--- src/rtl/board_regfile_if.sv ---
// rtl/board_regfile_if.sv - controller-side bus of the puzzle-board register file
interface board_regfile_if #(
   parameter int DATA_W = 18,
   parameter int ADDR_W = 6
);
   logic              init_req;
   logic              busy;
   logic [ADDR_W-1:0] src0;
   logic [ADDR_W-1:0] src1;
   logic [ADDR_W-1:0] dst;
   logic              we;
   logic [DATA_W-1:0] data;
   logic [DATA_W-1:0] outa;
   logic [DATA_W-1:0] outb;
   logic              va;
   logic              vb;
   logic              wr_err;
   logic [ADDR_W:0]   valid_cnt;

   modport master (
      output init_req, src0, src1, dst, we, data,
      input  busy, outa, outb, va, vb, wr_err, valid_cnt
   );

   modport slave (
      input  init_req, src0, src1, dst, we, data,
      output busy, outa, outb, va, vb, wr_err, valid_cnt
   );
endinterface

--- src/rtl/board_regfile.sv ---
// rtl/board_regfile.sv - board register file with init engine, valid tracking and write bypass
module board_regfile #(
   parameter int DATA_W    = 18,
   parameter int DEPTH     = 64,
   parameter int ADDR_W    = 6,
   parameter int INIT_MODE = 1,
   parameter int BYPASS    = 1
) (
   input  logic            clk,
   input  logic            rst_n,
   board_regfile_if.slave  bus
);
   typedef enum logic {INIT, IDLE} state_t;

   localparam logic [ADDR_W:0]   DEPTH_L  = (ADDR_W+1)'(DEPTH);
   localparam logic [ADDR_W-1:0] LAST_PTR = ADDR_W'(DEPTH - 1);

   state_t            state_q, state_d;
   logic [ADDR_W-1:0] ptr_q;
   logic [DATA_W-1:0] mem [DEPTH];
   logic [DEPTH-1:0]  valid_q;
   logic [ADDR_W:0]   cnt_q;
   logic              err_q;
   logic              init_start;
   logic              dst_ok;
   logic              wr_ok;
   logic [DATA_W-1:0] init_pat;

   always_comb begin
      state_d    = state_q;
      init_start = 1'b0;
      case (state_q)
         INIT: if (ptr_q == LAST_PTR) state_d = IDLE;
         IDLE: if (bus.init_req) begin
            state_d    = INIT;
            init_start = 1'b1;
         end
         default: state_d = INIT;
      endcase
   end

   // init_req takes priority over a write in the same cycle
   assign dst_ok   = {1'b0, bus.dst} < DEPTH_L;
   assign wr_ok    = (state_q == IDLE) && bus.we && !bus.init_req && dst_ok;
   assign init_pat = (INIT_MODE == 1) ? DATA_W'(ptr_q) : '0;

   always_ff @(posedge clk or negedge rst_n) begin
      if (!rst_n) begin
         state_q <= INIT;
         ptr_q   <= '0;
         valid_q <= '0;
         cnt_q   <= '0;
         err_q   <= 1'b0;
      end else begin
         state_q <= state_d;
         ptr_q   <= (state_q == INIT && ptr_q != LAST_PTR) ? ptr_q + 1'b1 : '0;
         err_q   <= bus.we && !wr_ok;
         if (init_start) begin
            valid_q <= '0;
            cnt_q   <= '0;
         end else if (state_q == INIT) begin
            valid_q[ptr_q] <= 1'b0;
         end else if (wr_ok) begin
            valid_q[bus.dst] <= 1'b1;
            if (!valid_q[bus.dst] && cnt_q < DEPTH_L) cnt_q <= cnt_q + 1'b1;
         end
      end
   end

   always_ff @(posedge clk) begin
      if (state_q == INIT) mem[ptr_q] <= init_pat;
      else if (wr_ok) mem[bus.dst] <= bus.data;
   end

   // returns {valid, data}; everything reads as zero while the init engine runs
   function automatic logic [DATA_W:0] rd_port(input logic [ADDR_W-1:0] a);
      rd_port = '0;
      if (state_q == IDLE && {1'b0, a} < DEPTH_L) begin
         if (BYPASS != 0 && wr_ok && bus.dst == a) rd_port = {1'b1, bus.data};
         else rd_port = {valid_q[a], mem[a]};
      end
   endfunction

   always_comb begin
      {bus.va, bus.outa} = rd_port(bus.src0);
      {bus.vb, bus.outb} = rd_port(bus.src1);
   end

   assign bus.busy      = (state_q == INIT);
   assign bus.wr_err    = err_q;
   assign bus.valid_cnt = cnt_q;
endmodule

--- src/flat_wrapper.sv ---
// flat-port wrapper written by rule: the top's interface ports become plain ports
module board_regfile_flat 
#(
   parameter int DATA_W    = 18,
   parameter int DEPTH     = 64,
   parameter int ADDR_W    = 6,
   parameter int INIT_MODE = 1,
   parameter int BYPASS    = 1
)
  (clk, rst_n, bus_init_req, bus_src0, bus_src1, bus_dst, bus_we, bus_data, bus_busy, bus_outa, bus_outb, bus_va, bus_vb, bus_wr_err, bus_valid_cnt);
  board_regfile_if #(.DATA_W(DATA_W), .ADDR_W(ADDR_W)) bus_i ();
  input  logic clk;
  input  logic rst_n;
  input wire logic [$bits(bus_i.init_req)-1:0] bus_init_req;
  input wire logic [$bits(bus_i.src0)-1:0] bus_src0;
  input wire logic [$bits(bus_i.src1)-1:0] bus_src1;
  input wire logic [$bits(bus_i.dst)-1:0] bus_dst;
  input wire logic [$bits(bus_i.we)-1:0] bus_we;
  input wire logic [$bits(bus_i.data)-1:0] bus_data;
  output wire logic [$bits(bus_i.busy)-1:0] bus_busy;
  output wire logic [$bits(bus_i.outa)-1:0] bus_outa;
  output wire logic [$bits(bus_i.outb)-1:0] bus_outb;
  output wire logic [$bits(bus_i.va)-1:0] bus_va;
  output wire logic [$bits(bus_i.vb)-1:0] bus_vb;
  output wire logic [$bits(bus_i.wr_err)-1:0] bus_wr_err;
  output wire logic [$bits(bus_i.valid_cnt)-1:0] bus_valid_cnt;
  assign bus_i.init_req = bus_init_req;
  assign bus_i.src0 = bus_src0;
  assign bus_i.src1 = bus_src1;
  assign bus_i.dst = bus_dst;
  assign bus_i.we = bus_we;
  assign bus_i.data = bus_data;
  assign bus_busy = bus_i.busy;
  assign bus_outa = bus_i.outa;
  assign bus_outb = bus_i.outb;
  assign bus_va = bus_i.va;
  assign bus_vb = bus_i.vb;
  assign bus_wr_err = bus_i.wr_err;
  assign bus_valid_cnt = bus_i.valid_cnt;
  board_regfile #(.DATA_W(DATA_W), .DEPTH(DEPTH), .ADDR_W(ADDR_W), .INIT_MODE(INIT_MODE), .BYPASS(BYPASS)) u_core (.clk(clk), .rst_n(rst_n), .bus(bus_i));
endmodule
--- config.mk ---
export PLATFORM = sky130hd
export DESIGN_NAME = board_regfile_flat
export DESIGN_NICKNAME = d
export VERILOG_FILES = /design/src/rtl/board_regfile_if.sv /design/src/rtl/board_regfile.sv /design/src/flat_wrapper.sv
export SDC_FILE = /design/constraint.sdc
export NUM_CORES = 2
export LEC_CHECK = 0
export ABC_CLOCK_PERIOD_IN_PS = 5000
export CORE_MARGIN = 2
export CORE_UTILIZATION = 60
export CTS_CLUSTER_DIAMETER = 80
export CTS_CLUSTER_SIZE = 24
export DETAILED_ROUTE_END_ITERATION = 16
export PLACE_DENSITY = 0.73
export SYNTH_ARGS = -nofsm -noshare
export SYNTH_HDL_FRONTEND = slang
export SYNTH_SLANG_ARGS = --single-unit
--- constraint.sdc ---
create_clock -name clk -period 5 [get_ports clk]
set_clock_uncertainty 0.15 [all_clocks]
set_input_delay 0.75 -clock clk [delete_from_list [all_inputs] [get_ports clk]]
set_output_delay 0.75 -clock clk [all_outputs]
set_load 0.1 [all_outputs]
==> results.md <==
* Synth warnings at 0
* Reported leakage power at 0.0187 µW
* Worst-case headroom to the max-slew limit at 16.7%
* Synthesized area per cell at between 20 and 25 µm²
* Number of nets in the layout at a little over 3000
* Combined area of all synthesized cells at 58600 µm²
* Result of the run: finished, final reports clean
* CP required at a little over 4000 ps
* Critical Path Start Type: primary input
* Aggregate global routing overflow at 0
* DP Cell Count at between 4000 and 5000
* I/O Buffers at 86
* Io pins at between 80 and 90
* Total internal power at approximately 14000 µW
* Critical Path Slowest Stage Cell: sky130_fd_sc_hd__a22oi_1
* Number of synthesized register bits at 1231
* Post-route insts no fill at around 4300
* RSZ-0062 raised after global routing: false
* Portion of total power attributed to sequential cells at between 60% and 70%
* Signal arrival time at the worst endpoint at 3970 ps
* Post-detailed-route wirelength per cell at 40.8 µm
* Detailed placer's ending HPWL at 113000 µm
* Vias per std cell at roughly 8
* Achievable clock frequency at 205 MHz
* Final total negative setup slack at 0 ps
* Proportion of layout cells with a drive suffix above 1 at between 40% and 50%
* Worst path cell trace: buf_8 -> buf_12 -> buf_12 -> mux4_2 -> mux4_2 -> a22oi_1 -> nand2_1 -> a22o_1 -> buf_12
* Highest metal layer with signal wires: met5
* Clock-pin slew of the registers on the worst-case setup and hold paths at ~80 ps
* Capturing element type of the critical path: output pin
* Relative contribution of combinational cells to total power at 6.9%
* Post-route DRC at 0
* Launch point of the worst reg-to-reg path: u_core.state_q
* Floorplan die area at ~100000 µm²
* HP Class: in -> async
* Global-route wire length before repair at 250000 µm
* Number of instances in the synthesized netlist at ~2800
* CP max stage delay at between 600 and 700 ps
* Mapped Nets at 2881
* Wire length on met3 at 24700 µm
* Synth-to-layout area growth at 10.7%
* Switching component of the power at roughly 3900 µW
* Slew @ Worst Pin at about 1200 ps
* Post-synth EDFFs at ~1200
* Fin Hold WS at ~54 ps
* Maximum fanout encountered on the critical timing path at 27
* Setup-violating endpoint count in the final report at 0
* Insertion delay of the later-clocked pin in the worst-skew pair at 710 ps
* Number of max-capacitance violations reported at 0
* Number of antenna violations at the first check in global routing at 9
* Routability cong. at between 0.9 and 1
* Part of the power in the clock network at a little under a third
* Main synth FF type: sky130_fd_sc_hd__edfxtp_1
* Number of buffers created by CTS at 60
* Top cell by count, worst path: sky130_fd_sc_hd__buf_12
* Tcrit/Tclk final at between 90% and 100%
* Clock H-tree levels at 2
* Net Sw Frac at between 20 and 25%
* Drt first pass iters at 6
* Count of hold-fix buffers inserted at cts at 0
* Post-layout instance area at ~65000 µm²
* Async SR Flop Fraction at 6.42%
* Die Span X at between 300 and 400 µm
* TritonCTS clock tree: yes
* VDD IR max at 0.000315 V
* Clock period minus worst slack at roughly 4900 ps
* Number of hold-slack violations in the final timing report at 0
* Start point of the critical path: bus_src0[0]
* Proportion of synthesized chip area in sequential cells at ~62%
* Total Wirelength at about 180000 µm
* Clock root buffer: sky130_fd_sc_hd__clkbuf_16
* Clock tree buffer depth at 3
* Total via count after detailed routing at 34400
* Core box area at between 90000 and 100000 µm²
* DP Area at approximately 63000 µm²
* Count of distinct cell types in the synthesized netlist at slightly above 50
* Starting density of the core at between 60% and 70%
* Detailed router's first-iteration violation count at around 6500
* Kind of critical path: in -> out
* Max Transition Viols Final at 0
* Number of sinks driven by the clock tree at ~1200
* Vias in the first global route at roughly 34000
* Height of the chip at between 300 and 400 µm
* Antenna Violating Nets Remaining at 0
* DRT met1 WL at slightly above 60000 µm
* Global-route usage over all layers at 35.9%
* Pin count of the biggest net entering global routing at 80
* Pwr/cell area at about 270 nW/µm²
* Met2 routed WL at 82800 µm
* Num rows at around 110
stage by stage:
step	setup slack (ps)	util [%]	total power, µW
6_report	127	67.0	17800
5_1_grt	99.4	67.0	18200
4_1_cts	155	67.0	17900
3_5_place_dp	163	65.3	12500
3_3_place_gp	100	65.3	12500
2_1_floorplan	111	-	12000
worst max-delay path: cells and delay by family:
| kind | cells | cell delay [ps] |
|---|---|---|
| AOI/OAI and AO/OA | 2 | 900 |
| buffers and inverters | 4 | 970 |
| and+or+nand+nor | 1 | 140 |
| muxes | 2 | 1110 |
power by group through the flow:
stage / Sequential (µW) / Clock, µW / Combinational (µW)
floorplan: 11300 / 0 / 728
global placement: 11300 / 0 / 1200
detailed placement: 11300 / 0 / 1210
CTS: 11100 / 5570 / 1210
global route: 11100 / 5890 / 1260
finish: 11100 / 5520 / 1230
worst paths after layout:
check                                          end  slack [ps]  depth (start not counted)
max                                   bus_outa[14]         130                          9
min                              u_core.bus.wr_err          50                          1
max reg2reg                      u_core.mem[37][4]        1230                          8
min reg2reg                u_core.bus.valid_cnt[6]         450                          2
max in group asynchronous          u_core.ptr_q[0]        3900                          1
min in group clk           u_core.bus.valid_cnt[6]         450                          2
synthesized netlist by cell type, types with 2 or more instances:
| master | n | area [µm²] |
|---|---|---|
| sky130_fd_sc_hd__nand4_1 | 2 | 12.5 |
| sky130_fd_sc_hd__a22o_1 | 37 | 324 |
| sky130_fd_sc_hd__buf_4 | 30 | 225 |
| sky130_fd_sc_hd__ha_1 | 2 | 25.0 |
| sky130_fd_sc_hd__dfrtp_1 | 79 | 1980 |
| sky130_fd_sc_hd__a311oi_1 | 3 | 26.3 |
| sky130_fd_sc_hd__or3_1 | 2 | 12.5 |
| sky130_fd_sc_hd__a21oi_1 | 67 | 335 |
| sky130_fd_sc_hd__nor4_1 | 6 | 37.5 |
| sky130_fd_sc_hd__o31ai_1 | 3 | 22.5 |
| sky130_fd_sc_hd__xnor2_1 | 9 | 78.8 |
| sky130_fd_sc_hd__nor3b_1 | 2 | 15.0 |
| sky130_fd_sc_hd__buf_2 | 46 | 230 |
| sky130_fd_sc_hd__nand3_1 | 10 | 50.1 |
| sky130_fd_sc_hd__mux4_2 | 769 | 17300 |
| sky130_fd_sc_hd__inv_1 | 8 | 30.0 |
| sky130_fd_sc_hd__a211oi_1 | 60 | 450 |
| sky130_fd_sc_hd__mux2i_1 | 10 | 100 |
| sky130_fd_sc_hd__buf_6 | 5 | 56.3 |
| sky130_fd_sc_hd__mux2_2 | 5 | 56.3 |
| sky130_fd_sc_hd__o21ai_0 | 8 | 40.0 |
| sky130_fd_sc_hd__a41oi_1 | 3 | 26.3 |
| sky130_fd_sc_hd__nor2b_1 | 10 | 62.6 |
| sky130_fd_sc_hd__nand2b_1 | 17 | 106 |
| sky130_fd_sc_hd__clkbuf_1 | 113 | 424 |
| sky130_fd_sc_hd__a41o_1 | 2 | 20.0 |
| sky130_fd_sc_hd__and3_1 | 3 | 18.8 |
| sky130_fd_sc_hd__nor2_1 | 106 | 398 |
| sky130_fd_sc_hd__a31oi_1 | 4 | 25.0 |
| sky130_fd_sc_hd__nand2_1 | 91 | 342 |
| sky130_fd_sc_hd__a221oi_1 | 3 | 26.3 |
| sky130_fd_sc_hd__xor2_1 | 6 | 52.6 |
| sky130_fd_sc_hd__o22ai_1 | 6 | 37.5 |
| sky130_fd_sc_hd__a22oi_1 | 75 | 563 |
| sky130_fd_sc_hd__edfxtp_1 | 1152 | 34600 |
| sky130_fd_sc_hd__and2_1 | 23 | 144 |
| sky130_fd_sc_hd__buf_1 | 33 | 124 |
| sky130_fd_sc_hd__nor3_1 | 16 | 80.1 |
final cells by class:
cell class | instances | area (µm²)
Antenna cell | 4 | 10.0
Multi-Input combinational cell | 1372 | 21200
Fill cell | 6101 | 31900
Inverter | 9 | 33.8
Clock buffer | 70 | 1560
Clock inverter | 12 | 135
Sequential cell | 1231 | 36600
Tap cell | 1276 | 1600
Timing Repair Buffer | 337 | 3750
per-layer routing:
layer	global-route usage [%]	vias to the layer above
met3	9.35	405
li1	-	12800
met5	0	-
met4	14.0	8
met1	50.9	18300
met2	54.7	2930
sequential cells by signal (all words and copies together) (netlist names):
register / count
u_core.ptr_q: 6
u_core.bus.valid_cnt: 7
u_core.mem: 1152
u_core.state_q: 1
u_core.bus.wr_err: 1
u_core.valid_q: 64
cell families after synthesis:
group	after synthesis	synth area share, %
adder cells (fa/ha/maj)	2	0.0427
flip-flops	1231	62.4
XOR/XNOR	15	0.224
buffers and inverters	236	1.87
AO/OA/AOI/OAI	280	3.38
multiplexers	784	29.8
AND/OR/NAND/NOR	291	2.22
repair_timing:
action | in CTS | in global routing
buffers inserted | 0 | 0
setup endpoints to repair | 0 | 2
gates resized for setup | 0 | 2
cell usage in the layout, fill, tap and decap left out, drive strengths merged, types with 60 or more instances in the layout:
cell type  synthesis  layout
edfxtp          1152    1152
mux4             769     769
buf              114     298
nor2             106     106
nand2             91      91
dfrtp             79      79
a22oi             75      75
clkbuf           113      70
a21oi             67      67
a211oi            60      60
(Power assumes the default switching activity.)
